## src/rtl/sync_fifo_param.sv

```systemverilog
// Single-clock parameterised FIFO with occupancy count, programmable almost-full/empty
// thresholds, sticky overflow/underflow, and standard or first-word-fall-through reads.
module sync_fifo_param #(
   parameter int WIDTH     = 8,
   parameter int DEPTH     = 4,
   parameter int AF_THRESH = 3,
   parameter int AE_THRESH = 1,
   parameter bit FWFT      = 1'b0
) (
   input  logic                       clk,
   input  logic                       rst,
   input  logic [WIDTH-1:0]           data_in,
   input  logic                       wr_en,
   input  logic                       rd_en,
   output logic [WIDTH-1:0]           data_out,
   output logic                       full,
   output logic                       empty,
   output logic                       almost_full,
   output logic                       almost_empty,
   output logic [$clog2(DEPTH+1)-1:0] count,
   output logic                       overflow,
   output logic                       underflow
);
   localparam int AW = $clog2(DEPTH);
   localparam int CW = $clog2(DEPTH+1);
   localparam logic [CW-1:0] FULL_CNT = CW'(DEPTH);
   localparam logic [CW-1:0] AF_CNT   = CW'(AF_THRESH);
   localparam logic [CW-1:0] AE_CNT   = CW'(AE_THRESH);

   if (WIDTH < 1 || DEPTH < 2 || (DEPTH & (DEPTH - 1)) != 0)
      $error("sync_fifo_param: WIDTH must be >=1 and DEPTH a power of two >=2");
   if (AF_THRESH < 1 || AF_THRESH > DEPTH)
      $error("sync_fifo_param: AF_THRESH out of range 1..DEPTH");
   if (AE_THRESH < 0 || AE_THRESH > DEPTH - 1)
      $error("sync_fifo_param: AE_THRESH out of range 0..DEPTH-1");

   logic [WIDTH-1:0] mem [DEPTH];
   logic [AW-1:0]    wr_ptr_q, wr_ptr_d, rd_ptr_q, rd_ptr_d;
   logic [CW-1:0]    count_q, count_d;
   logic             overflow_q, overflow_d, underflow_q, underflow_d;
   logic             wr_acc, rd_acc;

   assign full         = (count_q == FULL_CNT);
   assign empty        = (count_q == '0);
   assign almost_full  = (count_q >= AF_CNT);
   assign almost_empty = (count_q <= AE_CNT);
   assign count        = count_q;
   assign overflow     = overflow_q;
   assign underflow    = underflow_q;

   // No bypass: acceptance looks only at the flags before the edge.
   assign wr_acc = wr_en & ~full;
   assign rd_acc = rd_en & ~empty;

   always_comb begin
      wr_ptr_d    = wr_ptr_q;
      rd_ptr_d    = rd_ptr_q;
      count_d     = count_q;
      overflow_d  = overflow_q | (wr_en & full);
      underflow_d = underflow_q | (rd_en & empty);
      if (wr_acc) wr_ptr_d = wr_ptr_q + AW'(1);
      if (rd_acc) rd_ptr_d = rd_ptr_q + AW'(1);
      if (wr_acc && !rd_acc)      count_d = count_q + CW'(1);
      else if (rd_acc && !wr_acc) count_d = count_q - CW'(1);
   end

   always_ff @(posedge clk) begin
      if (rst) begin
         wr_ptr_q    <= '0;
         rd_ptr_q    <= '0;
         count_q     <= '0;
         overflow_q  <= 1'b0;
         underflow_q <= 1'b0;
      end else begin
         wr_ptr_q    <= wr_ptr_d;
         rd_ptr_q    <= rd_ptr_d;
         count_q     <= count_d;
         overflow_q  <= overflow_d;
         underflow_q <= underflow_d;
      end
   end

   // Storage is deliberately left uninitialised by reset.
   always_ff @(posedge clk) begin
      if (!rst && wr_acc) mem[wr_ptr_q] <= data_in;
   end

   if (FWFT) begin : g_fwft
      assign data_out = mem[rd_ptr_q];
   end else begin : g_std
      logic [WIDTH-1:0] data_q, data_d;
      always_comb begin
         data_d = data_q;
         if (rd_acc) data_d = mem[rd_ptr_q];
      end
      always_ff @(posedge clk) begin
         if (rst) data_q <= '0;
         else     data_q <= data_d;
      end
      assign data_out = data_q;
   end
endmodule

```

## config.mk

```make
export PLATFORM = sky130hd
export DESIGN_NAME = sync_fifo_param
export DESIGN_NICKNAME = d
export VERILOG_FILES = /design/src/rtl/sync_fifo_param.sv
export SDC_FILE = /design/constraint.sdc
export NUM_CORES = 1
export LEC_CHECK = 0
export BUFFER_PORTS_ARGS = -buffer_cell sky130_fd_sc_hd__buf_2
export CORE_UTILIZATION = 45
export CTS_CLUSTER_SIZE = 24
export DETAILED_ROUTE_END_ITERATION = 7
export PLACE_DENSITY = 0.75
export REMOVE_ABC_BUFFERS = 1
export SLEW_MARGIN = 20
export SYNTH_ARGS = -nofsm -noshare
export SYNTH_HDL_FRONTEND = slang
export SYNTH_SLANG_ARGS = --single-unit
```

## constraint.sdc

```tcl
create_clock -name clk -period 2.7 [get_ports clk]
set_clock_uncertainty 0.2 [all_clocks]
set_input_delay 0.135 -clock clk [delete_from_list [all_inputs] [get_ports clk]]
set_output_delay 0.135 -clock clk [all_outputs]
set_load 0.005 [all_outputs]
```

==> impl_summary.txt, run 1 <==
----------------------------------------------------
[Critical path]
  Critical path endpoint category ... flip-flop
  Critical Path Start ... count[0]
  Worst Setup Start Kind ... flip-flop
  Crit path max-delay family ... simple AND/OR/NAND/NOR gates
  Data arrival at the endpoint of the critical path ... 2.08 ns
  Cell chain of the critical path ... inv_1 -> ha_1 -> and2_4 -> nand2b_4 -> nor2_1 -> and2_1
  CP max-delay cell ... sky130_fd_sc_hd__dfxtp_1
  Max incr delay on CP ... 0.42 ns
  Critical path fanouts, max ... 8
  Required @ worst endpoint ... 2.47 ns
  Critical path class ... flip-flop to flip-flop
  Reg-to-reg startpoint ... count[0]
  Crit path buf inv count ... 1

[Clocking]
  TritonCTS clock tree ... yes
  Number of levels the H-tree was split into ... 2
  Maximum buffer depth of the clock tree ... 2
  CTS Root Buffer Type ... sky130_fd_sc_hd__clkbuf_8
  Clk sink count ... 49
  Clock latency at the later pin of the worst-skew pair ... 0.31 ns
  Number of buffers added by the clock tree synthesis step ... 5
  Post-CTS Repair Setup Buffers ... 0
  Clock slew at reported path FFs ... 0.09 ns

[Floorplan]
  Die area ... 4760 um2
  Overall die height ... 69.0 um
  Starting density of the core ... 48.7%
  I/O pin count ... 29
  Cell row count ... 23
  Core region area ... 4140 um2
  Die W ... 69.0 um

[Run]
  Max-capacitance violation count ... 0

[STA]
  Final hold violation count ... 0
  Hold slack ... 0.0196 ns
  Worst slew pin tran ... 0.604 ns
  Max Transition Viols Final ... 0
  RSZ-0062 raised after global routing ... false
  Crit share post-route ... 85.7%
  Crit path time final ... 2.31 ns
  Setup Viol. Count Final ... 0
  Fmax ... 0.432 GHz
  Aggregate negative setup slack ... 0 ns
  Max-Slew Margin vs Limit ... 59.7%

[Route]
  Number of remaining DRC errors ... 0
  Number of nets still failing antenna checks after routing ... 0
  Iteration count of the initial detailed-routing pass ... 4
  Via density per instance ... 5.21
  DR vias ... 1229
  Post-Route WL ... 3800 um
  Final routed wire length divided by cell count ... 16.1 um
  First-iteration detailed-routing DRC count ... 33

[Pwr]
  Worst IR drop on VDD ... 0.349 mV
  Leakage Power ... 0.895 nW
  Total power density per cell area ... 893 nW/um2
  PnR Total Power ... 0.00214 W

[Yosys]
  Area share of the largest cell type after synthesis ... 47.6%
  Number of enable-type register cells in the synthesized netlist ... 32
  Share of synthesized registers carrying an async set or reset ... 0%
  Syn avg cell area ... 13.9 um2
  Yosys reg bits ... 49
  Ranking of synthesized cells by instance count ... sky130_fd_sc_hd__edfxtp_1 (32), sky130_fd_sc_hd__dfxtp_1 (17), sky130_fd_sc_hd__nand2_1 (17)
  Netlist cell types ... 28
  Synthesized netlist cell count ... 145
  Largest area contributor in the synthesized netlist ... sky130_fd_sc_hd__edfxtp_1
  Sequential area share after synthesis ... 64.5%
  Syn Std Cell Area ... 2020 um2
  Most frequently used cell type in the post-synthesis netlist ... sky130_fd_sc_hd__edfxtp_1
  Largest cells by area after synthesis ... sky130_fd_sc_hd__edfxtp_1 (48%), sky130_fd_sc_hd__dfxtp_1 (17%), sky130_fd_sc_hd__mux4_2 (8.9%)
  YS warnings ... 0
  Top flip-flop cell by instance count after synthesis ... sky130_fd_sc_hd__edfxtp_1

[Final layout]
  Net count reported at finish ... 206
  Non-filler cells, final ... 236
  Sequential cell area in the final layout ... 1300 um2
  Multi-input gate area in the final layout ... 663 um2
  Ant. Diodes ... 0
  Synthesis-to-layout area growth ... 18.5%
  Final-layout fill cell count ... 352
  Share of post-route cells with drive strength above 1 ... 28.5%

[Global routing]
  Vias in the first global route ... 1124
  GR Util met1 ... 21.8%
  GRT Overall Usage ... 17.8%
  First-pass GRT wire length ... 5580 um
  Busiest layer in global routing ... met2
  Antenna violations before repair ... 0
  Global Route met3 Usage ... 5.59%
  Remaining Overflow, GRT ... 0
  Met2 GRT Util ... 28.5%
  Maximum number of pins on one net before global-route repair ... 19

[Placement]
  Number of port buffers ... 28
  Cell total after placement ... 218
  DPL Wire Length ... 2760 um
  Placer Congestion ... 0.746

[Worst hold path]
  Launch point of the worst hold path ... rst
  Class of the worst hold path ... input pin to flip-flop

[Status]
  Status ... completed

----------------------------------------------------
[area by class of cell]
| cell class | count | area share (%) |
|---|---|---|
| multi-input cells | 83 | 27.7 |
| clock buffers | 5 | 2.88 |
| clock inverters | 3 | 1.10 |
| inverters | 8 | 1.26 |
| flip-flops and latches | 49 | 54.4 |
| repair buffers | 38 | 10.0 |
| well taps | 50 | 2.62 |
[routing by layer]
layer,vias to the layer above,routed length (um)
met5,-,0
met4,0,74
met3,8,158
met2,31,1770
met1,591,1810
li1,599,-
[timing repair]
| action | in CTS | in global routing |
|---|---|---|
| hold endpoints to repair | 34 | 0 |
| gates resized for setup | 0 | 0 |
| hold buffers | 10 | 0 |
[layout by cell type, fill, tap and decap left out, drive strengths merged, types with 5 or more instances in the layout]
cell and instances:
nand2 17, and2 5, nor2 12, ha 9, edfxtp 32, clkbuf 5
a21oi 15, dlygate4sd3 10, buf 28, inv 9, dfxtp 17, mux4 8
[kinds of logic (layout without fill, tap and decap cells)]
group           after synthesis  count (layout)  share of synthesized area [%]
flops                        49              49                           64.5
simple gates                 39              39                           9.36
compound gates               21              21                           6.26
buf+inv                      13              54                           2.67
fa+ha+maj                    10              10                           6.14
mux                           8               8                           8.93
xor+xnor                      5               5                           2.17
[power breakdown]
part / total (W) / internal (W) / switching (W)
registers: 0.00101 / 0.000904 / 0.000104
clock network: 0.000444 / 0.000188 / 0.000256
logic: 0.000685 / 0.000339 / 0.000347
total: 0.00214 / 0.00143 / 0.000706
[worst paths after layout]
check                 to  depth (start not counted)  slack, ns
max            mem[1][5]                          6       0.39
min             count[0]                          2       0.02
min reg2reg  data_out[2]                          2       0.26
max reg2reg    mem[1][5]                          6       0.39
[worst register-to-register path: cells and delay by family (launching register included)]
kind,cells,cell delay [ns]
adders and majority gates,1,0.30
DFF,1,0.42
and+or+nand+nor,4,0.93
buffers and inverters,1,0.12
[state kept, by name, summed over array words and instances (netlist names)]
register	cells
count	3
overflow	1
wr_ptr_q	2
underflow	1
data_out	8
rd_ptr_q	2
mem	32
[per-stage QoR]
| step | util, % | cell area [um2] | worst slack [ns] |
|---|---|---|---|
| after CTS | 57.7 | 2390 | 0.374 |
| after global routing | 57.7 | 2390 | 0.240 |
| after global placement | 53.0 | 2200 | 0.503 |
| after floorplan | - | 1990 | 0.644 |
| after detailed placement | 53.0 | 2200 | 0.386 |
| final | 57.7 | 2390 | 0.387 |
No activity file was read; power rests on OpenSTA's default activity.
==> run 2, diff against run 1 <==
- clock period: 2.7 -> 2.8 ns (I/O delays scaled with it)
==> run 2 against run 1 <==
Against the previous run:
- critical endpoint is now mem[0][0]
- global-route usage down 0.28 points
- sequential power down 4%
- sequential share of layout area down 0.40 points
- via count up 0.33%
- critical path type unchanged
- cell area up 0.73%
- fmax down 0.42%
- combinational power down 4.2%
- clock power up 14%
==> impl_summary.txt, run 2 (synthesis gave the netlist of run 1 again) <==
----------------------------------------------------
[Critical path]
  Worst Setup Start Kind ... flip-flop (unchanged)
  Critical path fanouts, max ... 8 (unchanged)
  Critical path endpoint category ... flip-flop (unchanged)
  Reg-to-reg startpoint ... count[0] (unchanged)
  Critical path class ... flip-flop to flip-flop (unchanged)
  Data arrival at the endpoint of the critical path ... 2.09 ns (was 2.08 ns)
  Critical Path Start ... count[0] (unchanged)
  Required @ worst endpoint ... 2.57 ns (was 2.47 ns)

[Pwr]
  PnR Total Power ... 0.00213 W (was 0.00214 W)
  Proportion of power drawn by the clock network ... 23.6% (was 20.8%)
  Leakage Power ... 0.911 nW (was 0.895 nW)
  Switching power total ... 0.000667 W (was 0.000706 W)
  Worst IR drop on VDD ... 0.381 mV (was 0.349 mV)
  Total power density per cell area ... 885 nW/um2 (was 893 nW/um2)
  Switching fraction of total power ... 31.3% (was 33.0%)
  Part of the power in combinational logic ... 30.7% (was 32.1%)
  Sequential share of power ... 45.6% (was 47.2%)
  P_int ... 0.00147 W (was 0.00143 W)

[Route]
  DR vias ... 1233 (was 1229)
  Via density per instance ... 5.22 (was 5.21)
  Post-Route WL ... 3680 um (was 3800 um)
  First-iteration detailed-routing DRC count ... 53 (was 33)
  Final routed wire length divided by cell count ... 15.6 um (was 16.1 um)
  Number of remaining DRC errors ... 0 (unchanged)
  Iteration count of the initial detailed-routing pass ... 4 (unchanged)
  Number of nets still failing antenna checks after routing ... 0 (unchanged)

[Placement]
  Worst slack after detailed placement ... 0.469 ns (was 0.386 ns)
  Number of port buffers ... 28 (unchanged)
  DPL Wire Length ... 2670 um (was 2760 um)
  Placer Congestion ... 0.746 (unchanged)

[Floorplan]
  Core region area ... 4140 um2 (unchanged)
  Overall die height ... 69.0 um (unchanged)
  I/O pin count ... 29 (unchanged)
  Cell row count ... 23 (unchanged)
  Die area ... 4760 um2 (unchanged)
  Die W ... 69.0 um (unchanged)
  Starting density of the core ... 48.7% (unchanged)

[STA]
  Crit path time final ... 2.32 ns (was 2.31 ns)
  Post-route setup slack ... 0.477 ns (was 0.387 ns)
  RSZ-0062 raised after global routing ... false (unchanged)
  Setup Viol. Count Final ... 0 (unchanged)
  Fmax ... 0.430 GHz (was 0.432 GHz)
  Max Transition Viols Final ... 0 (unchanged)
  Max-Slew Margin vs Limit ... 59.3% (was 59.7%)
  Final hold violation count ... 0 (unchanged)
  Worst slew pin tran ... 0.610 ns (was 0.604 ns)
  Aggregate negative setup slack ... 0 ns (unchanged)
  Crit share post-route ... 83.0% (was 85.7%)

[Run]
  Max-capacitance violation count ... 0 (unchanged)

[Clocking]
  Clk sink count ... 49 (unchanged)
  Clock latency at the later pin of the worst-skew pair ... 0.30 ns (was 0.31 ns)
  Number of buffers added by the clock tree synthesis step ... 5 (unchanged)
  TritonCTS clock tree ... yes (unchanged)
  Clock slew at reported path FFs ... 0.09 ns (about the same)
  Number of levels the H-tree was split into ... 2 (unchanged)
  Maximum buffer depth of the clock tree ... 2 (unchanged)
  Post-CTS Repair Setup Buffers ... 0 (unchanged)
  CTS Root Buffer Type ... sky130_fd_sc_hd__clkbuf_8 (unchanged)

[Global routing]
  Met2 GRT Util ... 27.2% (was 28.5%)
  Busiest layer in global routing ... met2 (unchanged)
  Antenna violations before repair ... 0 (unchanged)
  Global Route met3 Usage ... 3.95% (was 5.59%)
  Vias in the first global route ... 1099 (was 1124)
  Maximum number of pins on one net before global-route repair ... 19 (unchanged)
  First-pass GRT wire length ... 5580 um (unchanged)
  Remaining Overflow, GRT ... 0 (unchanged)
  GRT Overall Usage ... 17.5% (was 17.8%)
  GR Util met1 ... 23.4% (was 21.8%)

[Final layout]
  Net count reported at finish ... 206 (unchanged)
  Largest Register ... mem (unchanged)
  Commonest cells after routing, fill and taps aside ... sky130_fd_sc_hd__edfxtp_1 (32), sky130_fd_sc_hd__buf_2 (28), sky130_fd_sc_hd__nand2_1 (17), sky130_fd_sc_hd__dfxtp_1 (17), sky130_fd_sc_hd__a21oi_1 (15) (unchanged)
  Synthesis-to-layout area growth ... 19.4% (was 18.5%)
  Share of post-route cells with drive strength above 1 ... 28.5% (unchanged)
  Leading cell type in the layout, fill and taps excluded ... sky130_fd_sc_hd__edfxtp_1 (unchanged)
  Max reg flops ... 32 (unchanged)
  Share of the core filled with cells in the final layout ... 58.2% (was 57.7%)
  Ant. Diodes ... 0 (unchanged)

[Worst hold path]
  Launch point of the worst hold path ... rst (unchanged)
  Class of the worst hold path ... input pin to flip-flop (unchanged)

[Status]
  Status ... completed (unchanged)

----------------------------------------------------
[run 2: cell types whose count changed in the layout (fill, tap and decap cells not counted), sizes merged]
cell and change:
bufinv +1, clkinv +1, clkinvlp -2
[run 2: what timing repair did]
| item | 4_1_cts | 5_1_grt |
|---|---|---|
| hold buffers | 10 | 0 |
| resized for setup | 0 | 0 |
| hold endpoints to repair | 34 | 0 |
[run 2: worst max-delay path, cell delays in order, from the launching register on]
cell	delay [ns]
sky130_fd_sc_hd__dfxtp_1	0.43
sky130_fd_sc_hd__inv_1	0.12
sky130_fd_sc_hd__ha_1	0.30
sky130_fd_sc_hd__and2_4	0.20
sky130_fd_sc_hd__nand2b_4	0.15
sky130_fd_sc_hd__nor2_1	0.19
sky130_fd_sc_hd__and2_1	0.40
[run 2: final timing paths]
path | endpoint | slack (ns) | cells after the start
worst max-delay path | mem[0][0] | 0.48 | 6
worst min-delay path | count[0] | 0.02 | 2
worst max register to register | mem[0][0] | 0.48 | 6
worst min register to register | data_out[1] | 0.26 | 2
[run 2: power groups by stage]
stage | Combinational, W | Sequential, W | Clock [W]
finish | 0.000656 | 0.000973 | 0.000504
global route | 0.000736 | 0.000991 | 0.000538
CTS | 0.000664 | 0.000974 | 0.000514
detailed placement | 0.000653 | 0.000990 | 0
global placement | 0.000632 | 0.000982 | 0
floorplan | 0.000449 | 0.000976 | 0
[run 2: per-stage QoR]
step                      area [um2]  hold WS [ns]  std cells
after floorplan                 1990       0.00625        140
after global placement          2200         0.166        218
after detailed placement        2200         0.163        218
after CTS                       2410        0.0206        236
after global routing            2410        0.0513        236
final                           2410        0.0201        236
[run 2: final cells by class]
class,instances,area [um2]
fill,342,1730
inverter,8,30.0
clock buffer,5,68.8
tap,50,62.6
multi-input combinational,83,663
sequential,49,1300
clock inverter,3,43.8
timing repair buffer,38,240
[run 2: per-layer routing]
layer,vias up,part of all wire [%]
li1,599,-
met1,596,47
met2,34,47
met3,4,4.9
met4,0,0.92
met5,-,0
